## src/rtl/mem_arbiter.sv

```systemverilog
// mem_arbiter: lets instruction fetch and data access share one memory port.
// Data wins contention unless fetch has lost MAX_WAIT arbitrations in a row,
// at most one transaction is outstanding, and a latched transaction always
// runs to completion even if its requester withdraws.
module mem_arbiter #(
    parameter int ADDR_W   = 32,
    parameter int DATA_W   = 32,
    parameter int MAX_WAIT = 4
) (
    input  logic              clk,
    input  logic              rstN,
    input  logic              iReq,
    input  logic [ADDR_W-1:0] iAddr,
    output logic              iGnt,
    output logic              iValid,
    output logic [DATA_W-1:0] iRdata,
    input  logic              dReq,
    input  logic              dWen,
    input  logic [ADDR_W-1:0] dAddr,
    input  logic [DATA_W-1:0] dWdata,
    output logic              dGnt,
    output logic              dValid,
    output logic [DATA_W-1:0] dRdata,
    output logic              memReq,
    output logic              memWen,
    output logic [ADDR_W-1:0] memAddr,
    output logic [DATA_W-1:0] memWdata,
    input  logic              memReady,
    input  logic              memRvalid,
    input  logic [DATA_W-1:0] memRdata
);

    localparam int               CNT_W   = $clog2(MAX_WAIT + 1);
    localparam logic [CNT_W-1:0] CNT_MAX = CNT_W'(MAX_WAIT);

    typedef enum logic [1:0] {
        IDLE,
        ISSUE,
        WAIT
    } state_t;

    typedef enum logic {
        OWN_FETCH,
        OWN_DATA
    } owner_t;

    state_t            state_q,     state_d;
    owner_t            owner_q,     owner_d;
    logic [CNT_W-1:0]  starveCnt_q, starveCnt_d;
    logic              memReq_q,    memReq_d;
    logic              memWen_q,    memWen_d;
    logic [ADDR_W-1:0] memAddr_q,   memAddr_d;
    logic [DATA_W-1:0] memWdata_q,  memWdata_d;
    logic [DATA_W-1:0] iRdata_q,    iRdata_d;
    logic [DATA_W-1:0] dRdata_q,    dRdata_d;
    logic              iValid_q,    iValid_d;
    logic              dValid_q,    dValid_d;
    logic              fetchWins;

    // State register and all latched transaction/response fields.
    always_ff @(posedge clk or negedge rstN) begin
        if (!rstN) begin
            state_q     <= IDLE;
            owner_q     <= OWN_FETCH;
            starveCnt_q <= '0;
            memReq_q    <= 1'b0;
            memWen_q    <= 1'b0;
            memAddr_q   <= '0;
            memWdata_q  <= '0;
            iRdata_q    <= '0;
            dRdata_q    <= '0;
            iValid_q    <= 1'b0;
            dValid_q    <= 1'b0;
        end else begin
            state_q     <= state_d;
            owner_q     <= owner_d;
            starveCnt_q <= starveCnt_d;
            memReq_q    <= memReq_d;
            memWen_q    <= memWen_d;
            memAddr_q   <= memAddr_d;
            memWdata_q  <= memWdata_d;
            iRdata_q    <= iRdata_d;
            dRdata_q    <= dRdata_d;
            iValid_q    <= iValid_d;
            dValid_q    <= dValid_d;
        end
    end

    // Arbitration, issue handshake and response routing; grants are combinational from memReady.
    always_comb begin
        state_d     = state_q;
        owner_d     = owner_q;
        starveCnt_d = starveCnt_q;
        memWen_d    = memWen_q;
        memAddr_d   = memAddr_q;
        memWdata_d  = memWdata_q;
        iRdata_d    = iRdata_q;
        dRdata_d    = dRdata_q;
        iValid_d    = 1'b0;
        dValid_d    = 1'b0;
        iGnt        = 1'b0;
        dGnt        = 1'b0;
        fetchWins   = 1'b0;

        case (state_q)
            IDLE: begin
                if (iReq || dReq) begin
                    fetchWins = iReq && (!dReq || (starveCnt_q == CNT_MAX));
                    if (fetchWins) begin
                        owner_d     = OWN_FETCH;
                        memWen_d    = 1'b0;
                        memAddr_d   = iAddr;
                        memWdata_d  = '0;
                        starveCnt_d = '0;
                    end else begin
                        owner_d    = OWN_DATA;
                        memWen_d   = dWen;
                        memAddr_d  = dAddr;
                        memWdata_d = dWdata;
                        if (iReq && (starveCnt_q != CNT_MAX)) begin
                            starveCnt_d = starveCnt_q + CNT_W'(1);
                        end
                    end
                    state_d = ISSUE;
                end
            end
            ISSUE: begin
                if (memReady) begin
                    iGnt    = (owner_q == OWN_FETCH);
                    dGnt    = (owner_q == OWN_DATA);
                    state_d = WAIT;
                end
            end
            WAIT: begin
                if (memRvalid) begin
                    if (owner_q == OWN_FETCH) begin
                        iRdata_d = memRdata;
                        iValid_d = 1'b1;
                    end else begin
                        dRdata_d = memRdata;
                        dValid_d = 1'b1;
                    end
                    state_d = IDLE;
                end
            end
            default: begin
                state_d = IDLE;
            end
        endcase

        memReq_d = (state_d == ISSUE);
    end

    assign memReq   = memReq_q;
    assign memWen   = memWen_q;
    assign memAddr  = memAddr_q;
    assign memWdata = memWdata_q;
    assign iRdata   = iRdata_q;
    assign dRdata   = dRdata_q;
    assign iValid   = iValid_q;
    assign dValid   = dValid_q;

endmodule

```

## config.mk

```make
export PLATFORM = sky130hd
export DESIGN_NAME = mem_arbiter
export DESIGN_NICKNAME = d
export VERILOG_FILES = /design/src/rtl/mem_arbiter.sv
export SDC_FILE = /design/constraint.sdc
export NUM_CORES = 1
export LEC_CHECK = 0
export CAP_MARGIN = 10
export CELL_PAD_IN_SITES_DETAIL_PLACEMENT = 0
export CELL_PAD_IN_SITES_GLOBAL_PLACEMENT = 1
export CORE_UTILIZATION = 25
export CTS_CLUSTER_SIZE = 14
export DETAILED_ROUTE_END_ITERATION = 16
export HOLD_SLACK_MARGIN = 0.05
export PLACE_DENSITY_LB_ADDON = 0.12
export SLEW_MARGIN = 20
export SYNTH_ARGS = -nofsm -noshare
export SYNTH_HDL_FRONTEND = slang
export SYNTH_SLANG_ARGS = --single-unit
```

## constraint.sdc

```tcl
create_clock -name clk -period 1.5 [get_ports clk]
set_input_delay 0.225 -clock clk [delete_from_list [all_inputs] [get_ports clk]]
set_output_delay 0.225 -clock clk [all_outputs]
set_load 0.1 [all_outputs]
```

==> reports/results.ini, run 1 <==
[global_routing]
gr_busiest_metal=met2
grt_antenna_before_repair=1
grt-ovfl-total=0
grt_util_met3_pct=7.69
global_route.usage.met2_pct=27.6
grt_first_pass_wirelength_mm=32.2
grt_pass1_vias=5447
global_route.usage.total_pct=17.1
largest_net_degree_at_the_start_of_global_routing=50
gr-usage-met1_pct=20.6

[outcome]
status=finished with violations
failed_checks=negative setup slack

[yosys]
synth_warnings=0
synthTopCellsByArea=sky130_fd_sc_hd__dfrtp_1, sky130_fd_sc_hd__mux2_4, sky130_fd_sc_hd__mux2_2, sky130_fd_sc_hd__nand3_1, sky130_fd_sc_hd__o2bb2ai_1
async_flop_share_pct=100
synth_top_cell_area_share_pct=57.0
ys_types=34
netlist.top_cell.by_area=sky130_fd_sc_hd__dfrtp_1
ys_dominant_reg_cell=sky130_fd_sc_hd__dfrtp_1
post_synthesis_cell_count=476
ys_ff_latch=138
synth.cell_area_um2=6060
postSynthNetCount=613
synth_edf_count=0
syn_area_per_cell_um2=12.7
synth.yosys.seq_area_share_pct=57.0

[clock_network]
htreeDepth=4
cts_tree=yes
cts.sinks=138
cts_root_buf=sky130_fd_sc_hd__clkbuf_16
cts_buffers=17
worst_case_clock_buffer_depth=2
clkSlewWorstSetupHoldPaths_ns=0.06
clk_latency_ns=0.41

[detailed_routing]
detail_route.wirelength_mm=22.9
antenna_violating_nets_post_route=0
route.detailed.wl_per_inst_um=20.5
detail_route.vias_per_cell=4.78
route.detailed.drc=0
detailroute.via_count=5333
drt_iter0_drc=175
drt-pass1-iter-count=4

[min_path]
worst_hold_path_type=in -> async

[floorplan]
initial_core_util_pct=25.7
fp.coreArea_um2=23600
ioPinCount=269
num_rows=56
floorplan.die_area_um2=24900
fp.dieW_um=158
die-height_um=158

[finish]
post_route_cells_drive_above_1_share_pct=44.7
syn_to_final_growth_pct=106
final.fill_count=1963
post-route-util_pct=52.8
final_nets=922
final_common_cell=sky130_fd_sc_hd__buf_12
count_of_antenna_diodes_in_the_layout=0
layoutNonFillerInstCount=1116
finish.instance_area_um2=12500
most-common-layout-cells=sky130_fd_sc_hd__buf_12, sky130_fd_sc_hd__dfrtp_1, sky130_fd_sc_hd__clkdlybuf4s50_1

[critical_path]
worstSetupStartpoint=state_q[1]
cp.arrival_ns=1.47
worstPathRequired_ns=1.27
cp_slowest_cell=sky130_fd_sc_hd__dfrtp_1
start_kind=register
worst-setup-path-type=reg -> out
timing.reg2reg.setup_slack_ns=-0.19
max_stage_delay_ns=0.39
timing.critical_path.to_type=output port
worst-path-max-fanout=3
path_cells=buf_6 > nand3b_1 > nor2_2 > buf_12
regToRegStartpoint=state_q[1]

[place]
dp.final_hpwl_mm=13.9
finalWeightedCongestion=0.773
placed_cells=1045
number_of_input_and_output_port_buffers_inserted=268
postPlaceCellArea_um2=10700

[timing]
grt_setup_unrepaired=yes
hold-worst-slack_ns=0.218
timing.final.ws_setup_ns=-0.196
worst_slew_pin_slew_ns=0.325
final_slew_violations=0
min_period_over_period_pct=113
skew_ns=0.0120
timing.final.crit_period_ns=1.70
max_clock_freq_mhz=590
worst_slew_margin_rel_pct=78.3
timing.final.hold_violations=0
finalSetupViolations=126

[job]
drv.max_cap_violation_count=0

cells by family (layout without fill, tap and decap cells):
| logic type | Yosys count | after routing | share of synthesized area, % |
|---|---|---|---|
| AO/OA/AOI/OAI | 74 | 74 | 11.4 |
| adder cells (fa/ha/maj) | 2 | 2 | 0.413 |
| buffers and inverters | 83 | 404 | 6.91 |
| flip-flops | 138 | 138 | 57.0 |
| multiplexers | 65 | 65 | 13.9 |
| AND/OR/NAND/NOR | 114 | 114 | 10.4 |
per-stage QoR:
step,TNS [ns],setup slack (ns)
floorplan,-1.18,-0.158
global placement,-40.17,-0.451
detailed placement,-42.93,-0.469
CTS,-5.28,-0.246
global route,-15.84,-0.276
finish,-9.53,-0.196
synth_stat cells (2+ instances only):
cell / instances
sky130_fd_sc_hd__buf_6: 4
sky130_fd_sc_hd__o221ai_2: 10
sky130_fd_sc_hd__a21oi_1: 2
sky130_fd_sc_hd__buf_2: 23
sky130_fd_sc_hd__mux2_2: 36
sky130_fd_sc_hd__nand4_1: 32
sky130_fd_sc_hd__dfrtp_1: 138
sky130_fd_sc_hd__clkbuf_1: 16
sky130_fd_sc_hd__a22o_1: 2
sky130_fd_sc_hd__nand3_1: 65
sky130_fd_sc_hd__nand2b_1: 3
sky130_fd_sc_hd__o21ai_0: 3
sky130_fd_sc_hd__inv_1: 35
sky130_fd_sc_hd__nor2_1: 3
sky130_fd_sc_hd__buf_12: 3
sky130_fd_sc_hd__o221ai_1: 22
sky130_fd_sc_hd__o2bb2ai_1: 33
sky130_fd_sc_hd__ha_1: 2
sky130_fd_sc_hd__mux2_4: 29
registers in the layout, summed over array words and instances, names as in the netlist:
signal and flops:
state_q 2, iRdata 32, dRdata 32, starveCnt_q 3, owner_q 1, memReq 1, iValid 1, memWdata 32
memWen 1, memAddr 32, dValid 1
cell type report:
type / instances / area [um^2] / area share, %
clock buffer: 18 / 429 / 3.44
clock inverter: 13 / 263 / 2.11
inverter: 36 / 135 / 1.08
multi-input combinational: 255 / 2520 / 20.2
sequential: 138 / 3450 / 27.7
tap: 319 / 399 / 3.20
timing repair buffer: 337 / 5260 / 42.2
worst max-delay path: cells and delay by family, from the launching register on:
family        cells  cell delay (ns)
flops             1             0.39
buf+inv           2             0.31
simple gates      2             0.37
routing by layer:
metal / up-vias / wire length [um]
met5: - / 13
li1: 2385 / -
met1: 2705 / 9220
met3: 21 / 1980
met4: 2 / 333
met2: 220 / 11300
repair_timing:
item                                   4_1_cts  5_1_grt
setup buffers                                9        4
gates resized for setup                     27       52
setup endpoints to repair                   45      132
pin swaps                                    5        8
gates cloned                                 8       19
endpoints found under the hold margin      138        0
hold buffers                                 1        0
final timing paths:
kind                                 to  cells after the start
min reg2reg                 memWdata[3]                      1
max                                dGnt                      4
max reg2reg                  dRdata[12]                      6
max in group asynchronous  memWdata[15]                      3
min in group clk            memWdata[8]                      3
min                          dRdata[26]                      2
Power of run 1 is left out: the tool's default activity adds up to more than one toggle a clock period on the data nets, which glitch-free logic cannot reach.
==> run 2, diff against run 1 <==
- GPL_ROUTABILITY_DRIVEN: not set -> 0
==> results of run 2 <==
The final DEF is identical to that of run 1; final timing and power are the same.
Power of run 2 is left out for the same reason.
==> run 3, diff against run 2 <==
- CTS_BUF_LIST: not set -> sky130_fd_sc_hd__clkbuf_4 sky130_fd_sc_hd__clkbuf_8 sky130_fd_sc_hd__clkbuf_16
==> run 3 against run 2 <==
Compared with the run above:
- maximum frequency is 1.7% lower
- critical path depth rose by 4
- cell area rose by 2.9%
- core utilization grew 1.5 points
- sequential cell count unchanged
- clock skew is essentially flat
- the run still ends with negative setup slack left
- largest cell class unchanged
==> reports/results.ini, run 3 (synthesized netlist as in run 1, its figures left out) <==
[detailed_routing]
antenna_violating_nets_post_route=0  ; unchanged
detailroute.via_count=5331  ; -0.038%
detail_route.wirelength_mm=23.0  ; +0.71%
route.detailed.wl_per_inst_um=20.6  ; +0.62%
detail_route.vias_per_cell=4.77  ; -0.13%
drt_iter0_drc=153  ; -13%
drt-pass1-iter-count=4  ; unchanged
route.detailed.drc=0  ; unchanged

[critical_path]
worst-setup-path-type=reg -> reg
regToRegStartpoint=state_q[1]
worst-path-max-fanout=8  ; +5
cp.arrival_ns=2.01  ; +0.54 ns
timing.critical_path.to_type=register
worstPathRequired_ns=1.79  ; +0.52 ns
worstSetupStartpoint=state_q[1]
start_kind=register

[finish]
count_of_antenna_diodes_in_the_layout=0  ; unchanged
final_nets=923  ; +0.11%
syn_to_final_growth_pct=112
finish.instance_area_um2=12800  ; +2.9%
post_route_cells_drive_above_1_share_pct=51.1  ; +6.5 points
final_common_cell=sky130_fd_sc_hd__buf_12
most-common-layout-cells=sky130_fd_sc_hd__buf_12, sky130_fd_sc_hd__dfrtp_1, sky130_fd_sc_hd__clkdlybuf4s50_1

[global_routing]
grt-ovfl-total=0  ; unchanged
grt_pass1_vias=5483  ; +0.66%
grt_first_pass_wirelength_mm=32.2  ; +0.15%
gr_busiest_metal=met2
grt_util_met3_pct=7.72  ; +0.027 points
global_route.usage.total_pct=17.1  ; unchanged
grt_antenna_before_repair=1  ; unchanged
gr-usage-met1_pct=20.4  ; -0.14 points
largest_net_degree_at_the_start_of_global_routing=50  ; unchanged
global_route.usage.met2_pct=27.8  ; +0.27 points

[outcome]
failed_checks=negative setup slack
status=finished with violations

[timing]
max_clock_freq_mhz=580  ; -1.7%
timing.final.crit_period_ns=1.73  ; +0.0299 ns
timing.final.ws_setup_ns=-0.226  ; -0.0299 ns
final_slew_violations=0  ; unchanged
worst_slew_margin_rel_pct=62.6  ; -16 points
min_period_over_period_pct=115  ; +2.0 points
grt_setup_unrepaired=yes
worst_slew_pin_slew_ns=0.560  ; +0.235 ns
skew_ns=0.0123  ; +0.000316 ns
timing.final.hold_violations=0  ; unchanged
hold-worst-slack_ns=0.217  ; -0.00107 ns
finalSetupViolations=134  ; +6.3%

[floorplan]
floorplan.die_area_um2=24900  ; unchanged
fp.dieW_um=158  ; unchanged
num_rows=56  ; unchanged
initial_core_util_pct=25.7  ; unchanged
die-height_um=158  ; unchanged
ioPinCount=269  ; unchanged
fp.coreArea_um2=23600  ; unchanged

[place]
postPlaceCellArea_um2=10700  ; unchanged
number_of_input_and_output_port_buffers_inserted=268  ; unchanged
dp.final_hpwl_mm=13.9  ; unchanged

[clock_network]
worst_case_clock_buffer_depth=2  ; unchanged
cts.sinks=138  ; unchanged
cts_buffers=17  ; unchanged
clkSlewWorstSetupHoldPaths_ns=0.06  ; about the same
cts_root_buf=sky130_fd_sc_hd__clkbuf_16
clk_latency_ns=0.41  ; about the same
htreeDepth=4  ; unchanged
cts_tree=yes

[min_path]
worst_hold_path_type=in -> async

[job]
drv.max_cap_violation_count=0  ; unchanged

## run 3: cell count changes in the layout (fill, tap and decap cells not counted), moves of 3 or more
| cell | delta |
|---|---|
| sky130_fd_sc_hd__nand3_2 | +21 |
| sky130_fd_sc_hd__o221ai_1 | -4 |
| sky130_fd_sc_hd__nand3_4 | +11 |
| sky130_fd_sc_hd__o2bb2ai_2 | +14 |
| sky130_fd_sc_hd__buf_4 | +3 |
| sky130_fd_sc_hd__nand3_1 | -32 |
| sky130_fd_sc_hd__buf_6 | -3 |
| sky130_fd_sc_hd__o2bb2ai_1 | -14 |
| sky130_fd_sc_hd__o221ai_2 | +4 |
## run 3: path summary, 6_finish.rpt
path | endpoint | slack, ns | depth (start not counted)
worst max-delay path | memAddr[4] | -0.23 | 8
worst min-delay path | dRdata[26] | 0.22 | 2
min in group clk | memWdata[11] | 0.37 | 3
worst max register to register | memAddr[4] | -0.23 | 8
max in group asynchronous | memWdata[15] | 0.74 | 3
worst min register to register | memWdata[3] | 0.55 | 1
## run 3: per-stage QoR
step	worst slack, ns	instances	utilization [%]	TNS [ns]
global placement	-0.451	1045	45.2	-40.17
detailed placement	-0.469	1045	45.2	-42.93
global route	-0.293	1117	54.3	-22.47
floorplan	-0.158	476	-	-1.18
CTS	-0.246	1094	49.9	-5.40
finish	-0.226	1117	54.3	-16.23
## run 3: per-layer routing
layer | vias up | wire length (um)
met5 | - | 13
met4 | 2 | 281
met3 | 18 | 2020
met2 | 207 | 11400
met1 | 2720 | 9370
li1 | 2384 | -
## run 3: final cells by class
cell class | instances | area [um^2]
timing repair buffer | 338 | 5280
inverter | 36 | 135
fill | 1920 | 10800
tap | 319 | 399
clock buffer | 18 | 433
sequential | 138 | 3450
multi-input combinational | 255 | 2860
clock inverter | 13 | 263
## run 3: what timing repair did
action,4_1_cts,5_1_grt
endpoints found under the setup margin,45,124
cloned,8,17
endpoints found under the hold margin,138,0
buffers inserted,9,6
resized for setup,25,111
hold buffers,1,0
pin swaps,6,56
## run 3: critical path: stages (launching register included)
cell and delay [ns]:
sky130_fd_sc_hd__dfrtp_1 0.39, sky130_fd_sc_hd__buf_6 0.12, sky130_fd_sc_hd__buf_4 0.12, sky130_fd_sc_hd__buf_6 0.12
sky130_fd_sc_hd__nor2_4 0.16, sky130_fd_sc_hd__buf_12 0.15, sky130_fd_sc_hd__and2_4 0.24, sky130_fd_sc_hd__clkbuf_16 0.20
sky130_fd_sc_hd__o221ai_2 0.10
Power of run 3 is left out for the same reason.
